<file path="config.mk">
export PLATFORM = sky130hd
export DESIGN_NAME = lcd_msg_arbiter
export DESIGN_NICKNAME = d
export VERILOG_FILES = /design/src/rtl/lcd_msg_arbiter.sv
export SDC_FILE = /design/constraint.sdc
export NUM_CORES = 1
export LEC_CHECK = 0
export CELL_PAD_IN_SITES_DETAIL_PLACEMENT = 0
export CELL_PAD_IN_SITES_GLOBAL_PLACEMENT = 2
export CORE_AREA = 2 2 510 512
export CTS_CLUSTER_DIAMETER = 80
export DETAILED_ROUTE_END_ITERATION = 12
export DIE_AREA = 0 0 512 514
export GPL_TIMING_DRIVEN = 0
export HOLD_SLACK_MARGIN = 0.05
export PLACE_DENSITY_LB_ADDON = 0.1
export SLEW_MARGIN = 15
export SYNTH_ARGS = -nofsm -noshare
export SYNTH_HDL_FRONTEND = slang
export SYNTH_SLANG_ARGS = --single-unit
</file>
<file path="constraint.sdc">
create_clock -name clk -period 11.9 [get_ports clk]
set_input_delay 2.975 -clock clk [delete_from_list [all_inputs] [get_ports clk]]
set_output_delay 2.975 -clock clk [all_outputs]
set_load 0.02 [all_outputs]
</file>
<file path="src/rtl/lcd_msg_arbiter.sv">
// Round-robin arbiter sharing the two LCD line buses between several requesters.
// Each winner's message is latched and held for a fixed dwell time, then one idle cycle follows.
module lcd_msg_arbiter #(
    parameter int          NUM_REQ      = 4,
    parameter logic [31:0] DWELL_CYCLES = 32'd50000000,
    parameter logic [7:0]  BLANK_CHAR   = 8'h20
) (
    input  logic                     clk,
    input  logic                     reset,
    input  logic [NUM_REQ-1:0]       req,
    input  logic [NUM_REQ*128-1:0]   msg_line1,
    input  logic [NUM_REQ*128-1:0]   msg_line2,
    output logic [NUM_REQ-1:0]       grant,
    output logic                     done,
    output logic                     busy,
    output logic [2:0]               active_id,
    output logic [127:0]             first_line,
    output logic [127:0]             second_line
);

    localparam logic [127:0] BLANK_LINE = {16{BLANK_CHAR}};
    localparam logic [2:0]   LAST_ID    = 3'(NUM_REQ - 1);

    typedef enum logic [1:0] {IDLE, DWELL, RELEASE} state_t;

    state_t               state, state_next;
    logic [2:0]           ptr, ptr_next;
    logic [31:0]          count, count_next;
    logic [NUM_REQ-1:0]   grant_next;
    logic                 done_next, busy_next;
    logic [2:0]           active_id_next;
    logic [127:0]         first_line_next, second_line_next;

    logic [7:0]           req_pad;
    logic                 found;
    logic [2:0]           winner;
    logic [3:0]           idx;
    logic [127:0]         sel_line1, sel_line2;

    assign req_pad = 8'(req);

    // Search ptr, ptr+1, ... wrapping, and take the first asserted request.
    always_comb begin
        found  = 1'b0;
        winner = ptr;
        idx    = '0;
        for (int k = 0; k < NUM_REQ; k++) begin
            idx = {1'b0, ptr} + 4'(k);
            if (idx >= 4'(NUM_REQ)) begin
                idx = idx - 4'(NUM_REQ);
            end
            if (!found && req_pad[idx[2:0]]) begin
                found  = 1'b1;
                winner = idx[2:0];
            end
        end
    end

    always_comb begin
        sel_line1 = msg_line1[127:0];
        sel_line2 = msg_line2[127:0];
        for (int i = 0; i < NUM_REQ; i++) begin
            if (winner == 3'(i)) begin
                sel_line1 = msg_line1[i*128 +: 128];
                sel_line2 = msg_line2[i*128 +: 128];
            end
        end
    end

    always_comb begin
        state_next       = state;
        ptr_next         = ptr;
        count_next       = count;
        grant_next       = grant;
        done_next        = done;
        busy_next        = busy;
        active_id_next   = active_id;
        first_line_next  = first_line;
        second_line_next = second_line;

        unique case (state)
            IDLE: begin
                if (found) begin
                    for (int i = 0; i < NUM_REQ; i++) begin
                        grant_next[i] = (winner == 3'(i));
                    end
                    active_id_next   = winner;
                    busy_next        = 1'b1;
                    first_line_next  = sel_line1;
                    second_line_next = sel_line2;
                    count_next       = '0;
                    state_next       = DWELL;
                end
            end
            DWELL: begin
                // No abort path: req and message changes are ignored until the dwell expires.
                if (count == DWELL_CYCLES - 32'd1) begin
                    grant_next = '0;
                    done_next  = 1'b1;
                    ptr_next   = (active_id == LAST_ID) ? 3'd0 : active_id + 3'd1;
                    state_next = RELEASE;
                end else begin
                    count_next = count + 32'd1;
                end
            end
            RELEASE: begin
                done_next  = 1'b0;
                busy_next  = 1'b0;
                state_next = IDLE;
            end
            default: begin
                state_next = IDLE;
            end
        endcase
    end

    always_ff @(posedge clk or posedge reset) begin
        if (reset) begin
            state       <= IDLE;
            ptr         <= '0;
            count       <= '0;
            grant       <= '0;
            done        <= 1'b0;
            busy        <= 1'b0;
            active_id   <= '0;
            first_line  <= BLANK_LINE;
            second_line <= BLANK_LINE;
        end else begin
            state       <= state_next;
            ptr         <= ptr_next;
            count       <= count_next;
            grant       <= grant_next;
            done        <= done_next;
            busy        <= busy_next;
            active_id   <= active_id_next;
            first_line  <= first_line_next;
            second_line <= second_line_next;
        end
    end

endmodule

</file>
==> summary.md <==
| Metric | Value |
|---|---|
| Status | `completed` |
| Min cycle time layout | `roughly 6500 ps` |
| Initial Util | `approximately 7.4%` |
| Clk root buf | `clkbuf_16` |
| Placement Setup Slack | `between 4000 and 5000 ps` |
| Switching Share | `between 20% and 30%` |
| # setup viols final | `0` |
| P_sw | `1.09 mW` |
| Post-synth EDFFs | `0` |
| Cells after Synth | `1,722` |
| Core box area | `0.258 sq mm` |
| Die area | `between 0.2 and 0.3 sq mm` |
| Layout cells sized above 1 | `17.5%` |
| TritonCTS Buffers | `70` |
| Seq/Total Area, Yosys | `~40%` |
| WS Path Type | `input pin to flop` |
| Synthesis-stage register bit count | `302` |
| Row count | `~190` |
| Tightest Pin Transition | `roughly 1100 ps` |
| Worst-Skew Late Latency | `about 690 ps` |
| Top_reg_cell synth | `dfrtp_1` |
| Simple-gate share of the synthesized area | `about 8.5%` |
| Leakage power total | `approximately 15 nW` |
| Ports | `approximately 1,300` |
| Delay of the slowest critical-path stage | `670 ps` |
| Worst Hold Margin | `478 ps` |
| Routed len/inst | `31.1 um` |
| Routed vias/inst | `approximately 3.2` |
| List of most frequent post-synthesis cells | `nand2_1 (272), dfrtp_1 (270), mux2i_1 (260), o221ai_1 (255), o211ai_2 (245)` |
| Number of fill cells | `between 20,000 and 30,000` |
| Drt first-iter violations | `~830` |
| Max-slew violation count | `0` |
| First-pass GRT wire length | `approximately 260,000 um` |
| Cell taking the most area after synthesis | `dfrtp_1` |
| CTS max path bufs | `3` |
| Synth area leaders | `dfrtp_1 (36%), o211ai_2 (16%), mux2i_1 (14%)` |
| Die W | `roughly 510 um` |
| Crit share post-route | `54.5%` |
| Pwr/cell area | `approximately 100 mW/mm^2` |
| GRT Total Usage | `around 15%` |
| Critical Path Fanout Max | `11` |
| Drt drc | `0` |
| Synth Cell Area | `~0.019 sq mm` |
| Syn Nets | `~2,800` |
| Unrepaired setup endpoints after global routing | `false` |
| Distinct cells, synth | `between 60 and 70` |
| Synth Area in Compound Gates | `between 30 and 40%` |
| IO Port Bufs | `approximately 1,300` |
| Vias in the first global route | `roughly 23,000` |
| Slew headroom | `roughly 29%` |
| Cell with the most instances after synthesis | `nand2_1` |
| Skew final | `between 40 and 50 ps` |
| Critical path's top delay family | `buffers and inverters` |
| Post-synthesis mux area share | `14.1%` |
| CTS resizes | `0` |
| DIE HEIGHT | `between 500 and 600 um` |
| Post-CTS Repair Setup Buffers | `0` |
| CP Data Required Time | `about 13,000 ps` |
| Synth async-reset ratio | `100%` |
| Arrival @ worst endpoint | `between 7000 and 8000 ps` |
| Combinational family with the most area after synthesis | `compound AO/OA/AOI/OAI gates` |
| Vias | `21,300` |
| Hold Path Class | `flop to flop` |
| Gr ovfl total | `0` |
| Post-synthesis adder-cell area fraction | `less than 1%` |
| Yosys warns | `0` |
| Post-synth top area share | `35.5%` |
| VDD IR max | `about 85 uV` |
| CTS tree | `built` |
| CTS Hold Bufs | `0` |
| Clock sink total | `roughly 300` |
| CP max stage cell | `clkbuf_1` |
| Worst path cell trace | `clkdlybuf4s50_1 -> mux4_2 -> a221oi_1 -> a21oi_1 -> o21ai_1 -> buf_4 -> buf_2 -> clkbuf_1 -> o221ai_1 -> o211ai_2` |
| Clock-pin slew on the worst setup and hold paths | `roughly 60 ps` |
| Initial antenna violation count | `about 150` |
| Number of iterations in the first detailed-routing pass | `5` |
| Hold Fails Final Rpt | `0` |
| Max frequency | `154 MHz` |
| H-Tree Depth | `3` |
| CP startpoint kind | `input pin` |
| Clock power frac | `a little under three fifths` |
| Post-DP HPWL | `about 170,000 um` |
| Internal power | `around 2.8 mW` |
| Element type at the critical path end | `flop` |
| GP Congestion | `0.772` |
| Max Cap Viol | `0` |
| Nets | `about 4,100` |
| WL final | `204,000 um` |
| Avg Cell Area, Syn | `11.1 sq um` |
| Pin count of the biggest net entering global routing | `between 70 and 80` |
| Final ANT Viol Nets | `0` |
| Crit path buffers/inverters | `4` |
| Gate power share | `17.2%` |
| P&R area growth vs syn | `105%` |
| Xor-xnor portion of the synthesized cell area | `between 1 and 1.5%` |
| Fin worst setup slack | `around 5400 ps` |
| Sequential share of power | `a little over a quarter` |
==> layer usage <==
layer,GRT usage [%],part of all wire (%),vias to the layer above
met5,0,0.20,-
met4,3.11,2.1,68
met3,5.12,7.8,298
met2,26.9,50,1005
met1,17.1,40,10400
li1,-,-,9591
==> layout by cell type (no fill, tap or decap), types with 5 or more instances in the layout <==
master / n
o221ai_1: 255
buf_6: 31
xnor2_1: 8
inv_1: 8
clkbuf_1: 54
nand2_1: 272
and3_1: 9
mux2i_1: 260
diode_2: 22
clkinv_2: 11
o21ai_0: 7
a21oi_1: 5
buf_2: 88
clkbuf_8: 13
nand3_1: 20
o211ai_1: 10
xor2_1: 19
buf_4: 11
nand4_1: 5
nor2_1: 40
dfrtp_1: 270
dfstp_2: 32
clkdlybuf4s50_1: 1294
and4_1: 5
and2_1: 6
o211ai_2: 245
bufinv_16: 10
clkbuf_16: 71
clkinvlp_4: 5
clkbuf_4: 7
==> logic make-up (layout without fill, tap and decap cells) <==
group	Yosys count	in the layout
buffers and inverters	190	1617
AOI/OAI and AO/OA	553	553
adders and majority gates	4	4
DFF	302	302
other	0	22
muxes	265	265
xor gates and xnor gates	27	27
and+or+nand+nor	381	381
==> metrics by stage <==
step	instance area [sq um]	TNS [ps]	power, mW	util [%]	std cells
finish	38900	0	3.88	15.1	6573
global route	38900	0	4.05	15.1	6557
CTS	38900	0	4.02	15.1	6551
detailed placement	36400	0	1.73	14.1	6423
global placement	36200	-2386390	1.73	14.0	6418
floorplan	19000	0	1.21	-	1722
==> power groups by stage <==
| stage | Combinational (mW) | Sequential, mW | Clock (mW) |
|---|---|---|---|
| after CTS | 0.689 | 1.03 | 2.30 |
| after global placement | 0.684 | 1.05 | 0 |
| after global routing | 0.710 | 1.03 | 2.32 |
| after detailed placement | 0.685 | 1.05 | 0 |
| final | 0.666 | 1.03 | 2.18 |
| after floorplan | 0.166 | 1.05 | 0 |
==> worst min-delay path, delay by kind of cell (launching register included) <==
kind,cells,cell delay [ps]
and+or+nand+nor,1,50
DFF,1,340
AOI/OAI and AO/OA,1,50
==> registers in the layout, indices dropped and copies added (netlist names) <==
| name | cells |
|---|---|
| active_id | 3 |
| count | 32 |
| grant | 4 |
| second_line | 128 |
| state | 2 |
| ptr | 3 |
| first_line | 128 |
| busy | 1 |
| done | 1 |
==> path summary, 6_finish.rpt <==
check	from	end	cells past startpoint	slack (ps)
max in group asynchronous	reset	first_line[1]	4	7790
setup reg to reg	ptr[1]	first_line[51]	14	7570
hold / removal	first_line[98]	first_line[98]	2	480
setup / recovery	req[2]	second_line[51]	10	5420
hold reg to reg	first_line[98]	first_line[98]	2	480
min in group asynchronous	reset	first_line[123]	2	2710
==> final cells by class <==
type,instances,area (sq um),share of cell area [%]
Antenna cell,22,55.1,0.141
Multi-Input combinational cell,1230,10300,26.5
Timing Repair Buffer,1299,13100,33.6
Clock buffer,97,2000,5.15
Tap cell,3402,4260,10.9
Buffer,181,1110,2.84
Sequential cell,302,7600,19.5
Clock inverter,31,492,1.26
Inverter,9,41.3,0.106
No activity file was read; power rests on OpenSTA's default activity.
